[src/rtl/pl_dac_tx.sv]
// pl_dac_tx: burst streamer from an input sample FIFO to a parallel CMOS DAC bus.
// Bursts are requested by a rising edge on i_DAC_Work. The block primes the
// FIFO, then pops one sample per cycle onto the registered DAC bus.
// When the final sample of a burst is emitted, o_CMOS_Wr is high for that
// cycle and o_DAC_Done rises on the same edge. The DONE cycle then returns the
// bus to IDLE_CODE.
module pl_dac_tx #(
  parameter int                DATA_W      = 14,
  parameter int                BURST_LEN   = 200000,
  parameter int                FIFO_DEPTH  = 16,
  parameter int                PRIME_LEVEL = 4,
  parameter logic [DATA_W-1:0] IDLE_CODE   = 14'h2000
) (
  input  logic              i_CMOS_Clk,
  input  logic              i_Rst_n,
  input  logic              i_DAC_Work,
  input  logic [DATA_W-1:0] i_Sample_Data,
  input  logic              i_Sample_Valid,
  output logic              o_Sample_Ready,
  output logic [DATA_W-1:0] o_CMOS_Data,
  output logic              o_CMOS_Wr,
  output logic              o_DAC_Busy,
  output logic              o_DAC_Done,
  output logic              o_Underrun,
  output logic [19:0]       o_Sample_Count
);

  localparam int          AW        = $clog2(FIFO_DEPTH);
  localparam int          OW        = AW + 1;
  localparam logic [OW-1:0] DEPTH_CNT = OW'(FIFO_DEPTH);
  localparam logic [OW-1:0] PRIME_CNT = OW'(PRIME_LEVEL);
  localparam logic [19:0] BURST_CNT = 20'(BURST_LEN);

  typedef enum logic [1:0] {S_IDLE, S_PRIME, S_RUN, S_DONE} state_t;

  state_t              state_reg, state_next;
  logic [DATA_W-1:0]   mem [FIFO_DEPTH];
  logic [AW-1:0]       wr_ptr_reg, rd_ptr_reg;
  logic [OW-1:0]       occ_reg, occ_next;
  logic                ready_reg;
  logic                work_reg;
  logic                push, pop, start, empty;

  assign empty = (occ_reg == '0);
  // ready_reg is exactly !full, so push never overflows
  assign push  = i_Sample_Valid && ready_reg;
  assign start = i_DAC_Work && !work_reg;

  // next-state and pop decision; pop only happens in RUN with data present
  always_comb begin
    state_next = state_reg;
    pop        = 1'b0;
    case (state_reg)
      S_IDLE:  if (start) state_next = S_PRIME;
      S_PRIME: if (occ_reg >= PRIME_CNT) state_next = S_RUN;
      S_RUN: begin
        if (!empty) begin
          pop = 1'b1;
          if (o_Sample_Count + 20'd1 == BURST_CNT) state_next = S_DONE;
        end
      end
      S_DONE:  state_next = S_IDLE;
      default: state_next = S_IDLE;
    endcase
  end

  // occupancy update; simultaneous push and pop cancel out
  always_comb begin
    occ_next = occ_reg;
    case ({push, pop})
      2'b10:   occ_next = occ_reg + 1'b1;
      2'b01:   occ_next = occ_reg - 1'b1;
      default: occ_next = occ_reg;
    endcase
  end

  // FIFO storage; contents need no reset since pointers define validity
  always_ff @(posedge i_CMOS_Clk) begin
    if (push) mem[wr_ptr_reg] <= i_Sample_Data;
  end

  // FIFO pointers, occupancy and registered ready (low while in reset)
  always_ff @(posedge i_CMOS_Clk or negedge i_Rst_n) begin
    if (!i_Rst_n) begin
      wr_ptr_reg <= '0;
      rd_ptr_reg <= '0;
      occ_reg    <= '0;
      ready_reg  <= 1'b0;
    end else begin
      if (push) wr_ptr_reg <= wr_ptr_reg + 1'b1;
      if (pop)  rd_ptr_reg <= rd_ptr_reg + 1'b1;
      occ_reg   <= occ_next;
      ready_reg <= (occ_next != DEPTH_CNT);
    end
  end

  assign o_Sample_Ready = ready_reg;

  // state register, start edge detector and busy flag
  always_ff @(posedge i_CMOS_Clk or negedge i_Rst_n) begin
    if (!i_Rst_n) begin
      state_reg  <= S_IDLE;
      work_reg   <= 1'b0;
      o_DAC_Busy <= 1'b0;
    end else begin
      state_reg  <= state_next;
      work_reg   <= i_DAC_Work;
      o_DAC_Busy <= (state_next == S_PRIME) || (state_next == S_RUN);
    end
  end

  // DAC bus, strobe and burst status registers
  always_ff @(posedge i_CMOS_Clk or negedge i_Rst_n) begin
    if (!i_Rst_n) begin
      o_CMOS_Data    <= IDLE_CODE;
      o_CMOS_Wr      <= 1'b0;
      o_DAC_Done     <= 1'b0;
      o_Underrun     <= 1'b0;
      o_Sample_Count <= '0;
    end else begin
      o_CMOS_Wr <= 1'b0;
      case (state_reg)
        S_IDLE: begin
          o_CMOS_Data <= IDLE_CODE;
          if (start) begin
            o_DAC_Done     <= 1'b0;
            o_Underrun     <= 1'b0;
            o_Sample_Count <= '0;
          end
        end
        S_PRIME: o_CMOS_Data <= IDLE_CODE;
        S_RUN: begin
          if (pop) begin
            o_CMOS_Data    <= mem[rd_ptr_reg];
            o_CMOS_Wr      <= 1'b1;
            o_Sample_Count <= o_Sample_Count + 20'd1;
            if (state_next == S_DONE) o_DAC_Done <= 1'b1;
          end else begin
            // starved: bus holds its last word
            o_Underrun <= 1'b1;
          end
        end
        S_DONE:  o_CMOS_Data <= IDLE_CODE;
        default: o_CMOS_Data <= IDLE_CODE;
      endcase
    end
  end

endmodule
[config.mk]
export PLATFORM = sky130hd
export DESIGN_NAME = pl_dac_tx
export DESIGN_NICKNAME = d
export VERILOG_FILES = /design/src/rtl/pl_dac_tx.sv
export SDC_FILE = /design/constraint.sdc
export NUM_CORES = 1
export LEC_CHECK = 0
export ABC_CLOCK_PERIOD_IN_PS = 4700
export CORE_MARGIN = 2
export CORE_UTILIZATION = 25
export CTS_BUF_LIST = sky130_fd_sc_hd__clkbuf_8
export DETAILED_ROUTE_END_ITERATION = 8
export GPL_TIMING_DRIVEN = 0
export MAX_ROUTING_LAYER = met4
export PLACE_DENSITY = 0.36
export SKIP_CTS_REPAIR_TIMING = 1
export SLEW_MARGIN = 5
export SYNTH_ARGS = -nofsm -noshare
export SYNTH_HDL_FRONTEND = slang
export SYNTH_SLANG_ARGS = --single-unit
[constraint.sdc]
create_clock -name i_CMOS_Clk -period 4.7 [get_ports i_CMOS_Clk]
set_clock_uncertainty 0.15 [all_clocks]
set_input_delay 0.94 -clock i_CMOS_Clk [delete_from_list [all_inputs] [get_ports i_CMOS_Clk]]
set_output_delay 0.94 -clock i_CMOS_Clk [all_outputs]
set_load 0.01 [all_outputs]
==> impl_metrics.json <==
{
  "status": "finished, final reports clean",
  "async_reset_ff_frac": 0.197,
  "drv_slew": 0,
  "vias": 6336,
  "nFillCells": 4458,
  "drtPass1Iterations": 4,
  "drive_gt1_frac": 0.260,
  "antenna_found_initial": 0,
  "diodes": 0,
  "setup_tns_ns": 0,
  "fp.dieH_um": 218,
  "cp-end-kind": "flop",
  "rows": 78,
  "reg2reg_slack_ns": 0.62,
  "largest-register": "mem",
  "initial_core_util": 0.253,
  "dieWidth_um": 218,
  "crit_fanout": 11,
  "clk_latency_ns": 0.63,
  "multi_input_area_mm2": 0.00312,
  "stdcell_count": 1397,
  "cts_buffer_depth": 3,
  "min_path_type": "in -> async",
  "avgSynthCellArea_um2": 18.4,
  "grt_pass1_vias": 6718,
  "synth_nets": 654,
  "relSlewSlack": 0.196,
  "via_per_inst": 4.54,
  "num-nets-final": 784,
  "wirelength_met1_mm": 13.7,
  "dp_cells": 1301,
  "leakage_nw": 4.86,
  "grt_start_max_net_pins": 56,
  "dp_hpwl_mm": 20.3,
  "cts_tree": "yes",
  "grt_usage": 0.139,
  "worst-setup-path-type": "reg -> reg",
  "maxUsedRoutingLayer": "met4",
  "route.met3.wl_mm": 1.84,
  "gr-total-overflow": 0,
  "coreArea_mm2": 0.0453,
  "maxCapViolations": 0,
  "r2r_end": "occ_reg[4]",
  "yosysWarnings": 0,
  "seqCellArea_mm2": 0.00810,
  "final_hold_viol_count": 0,
  "area_growth_pct": 23.7,
  "tightestPinTransition_ns": 1.20,
  "gp_congestion": 0.783,
  "syn_inst": 624,
  "cts_buffers": 51,
  "drt_iter0_drc": 442,
  "cp.required_ns": 5.05,
  "top_regs": "mem: 224 flops, o_Sample_Count: 20 flops, o_CMOS_Data: 14 flops",
  "synth_area_mm2": 0.0115,
  "wl_met2_mm": 15.0,
  "wire_per_inst_um": 22.4,
  "wirelength_mm": 31.2,
  "h-tree-depth": 2,
  "boundaryPins": 57,
  "regToRegStartpoint": "state_reg[0]",
  "power_per_cell_area_mw_per_mm2": 579,
  "timing.final.crit_period_ns": 4.08,
  "grt_pass1_wl_mm": 45.7,
  "min_period_over_period": 0.869,
  "root_buffer": "clkbuf_8",
  "path_clk_slew_ns": 0.07,
  "drc": 0,
  "crit_arrival_ns": 4.44,
  "synth_seq_area_share": 0.707,
  "ir_worst_vdd_uv": 227,
  "synth_edf_count": 224,
  "r2r_cells": 13,
  "synthFlopType": "edfxtp_1",
  "cts_sinks": 279,
  "rsz0062_at_grt": "no",
  "max_freq_ghz": 0.245,
  "ys_ff_latch": 279,
  "crit_path_start_kind": "flop",
  "io_buffers": 56,
  "yosysUniqueCellTypes": 58,
  "largest_reg_flops": 224,
  "dieArea_mm2": 0.0476,
  "setup_viol": 0,
  "postRouteAntennaNets": 0
}
==> placed cells by master (no fill, tap or decap), drive strengths merged, types with 3 or more instances in the layout <==
| master | instances |
|---|---|
| a21o | 3 |
| clkdlybuf4s50 | 55 |
| nor3 | 9 |
| inv | 26 |
| xnor2 | 11 |
| nand2b | 6 |
| nor4 | 5 |
| o31ai | 5 |
| buf | 44 |
| clkbuf | 69 |
| clkinv | 25 |
| edfxtp | 224 |
| nor2 | 26 |
| nand4 | 9 |
| and3 | 4 |
| o21ai | 32 |
| ha | 11 |
| dfrtp | 54 |
| xor2 | 8 |
| mux2i | 3 |
| a31oi | 6 |
| nand2 | 28 |
| a22o | 13 |
| mux4 | 70 |
| a21oi | 7 |
| nand3 | 16 |
==> cells by family (layout without fill, tap and decap cells) <==
kind of cell	count (synthesis)	in the layout	synth area share
DFF	279	279	0.707
and+or+nand+nor	115	115	0.0541
AOI/OAI and AO/OA	77	77	0.0437
muxes	73	73	0.142
buffers and inverters	49	222	0.0251
xor gates and xnor gates	19	19	0.0145
adders and majority gates	12	12	0.0138
==> per-layer routing <==
metal,up-vias,global-route usage
li1,2785,-
met1,3318,0.179
met4,0,0.0424
met5,-,-
met3,51,0.0326
met2,182,0.219
==> cell type report <==
type | count | share of cell area
clock inverter | 42 | 0.0177
inverter | 12 | 0.00318
buffer | 37 | 0.0172
clock buffer | 54 | 0.0524
sequential | 279 | 0.572
timing repair buffer | 77 | 0.0649
multi-input combinational | 296 | 0.220
tap | 600 | 0.0530
==> synth_stat cells (3+ instances only) <==
library cell  count  area, um^2
edfxtp_1        224        6730
mux4_2           65        1460
dfrtp_1          54        1350
o21ai_0          31         155
nand2_1          27         101
nor2_1           26        97.6
nand3_1          14        70.1
a22o_1           13         114
clkbuf_1         13        48.8
inv_1            12        45.0
buf_2            11        55.1
ha_1             11         138
xnor2_1          11        96.3
nand4_1           9        56.3
nor3_1            9        45.0
xor2_1            8        70.1
a21oi_1           7        35.0
a31oi_1           6        37.5
nand2b_1          6        37.5
mux4_1            5         131
o31ai_1           5        37.5
and3_1            4        25.0
a21o_1            3        22.5
buf_12            3        60.1
buf_4             3        22.5
buf_6             3        33.8
mux2i_1           3        30.0
nor4_2            3        37.5
==> report_power, final <==
group	internal, mW	switching (mW)
combinational	1.26	1.45
clock	1.18	1.07
sequential	3.05	0.189
total	5.50	2.71
==> worst max-delay path, cell delays in order, from the launching register on <==
cell and delay, ns:
dfrtp_1 0.40, nand2b_1 0.19, a31o_2 0.24, inv_1 0.10
clkbuf_1 0.47, clkbuf_2 0.53, ha_1 0.34, inv_1 0.11
fa_1 0.41, nor2b_1 0.12, o21ai_0 0.12, and3_1 0.23
o31a_1 0.26, or2_2 0.30
==> worst max-delay path by stage <==
stage	from	to	slack [ns]
floorplan	state_reg[0]	occ_reg[4]	1.36
CTS	state_reg[0]	occ_reg[4]	0.18
finish	state_reg[0]	occ_reg[4]	0.62
detailed placement	state_reg[0]	occ_reg[4]	0.19
global route	state_reg[0]	occ_reg[4]	0.35
global placement	i_Sample_Valid	mem[1][5]	-0.65
==> stage by stage <==
step / hold slack [ns] / total power, mW / cell area [um^2] / utilization / worst slack, ns
final: 0.162 / 8.21 / 14200 / 0.313 / 0.618
after global routing: 0.146 / 8.67 / 14200 / 0.313 / 0.345
after CTS: 0.118 / 8.38 / 14200 / 0.313 / 0.176
after detailed placement: 0.325 / 6.07 / 13200 / 0.291 / 0.188
after global placement: 0.326 / 5.91 / 12800 / 0.282 / -0.648
after floorplan: 0.315 / 4.91 / 11500 / - / 1.36
No activity file was read; power rests on OpenSTA's default activity.
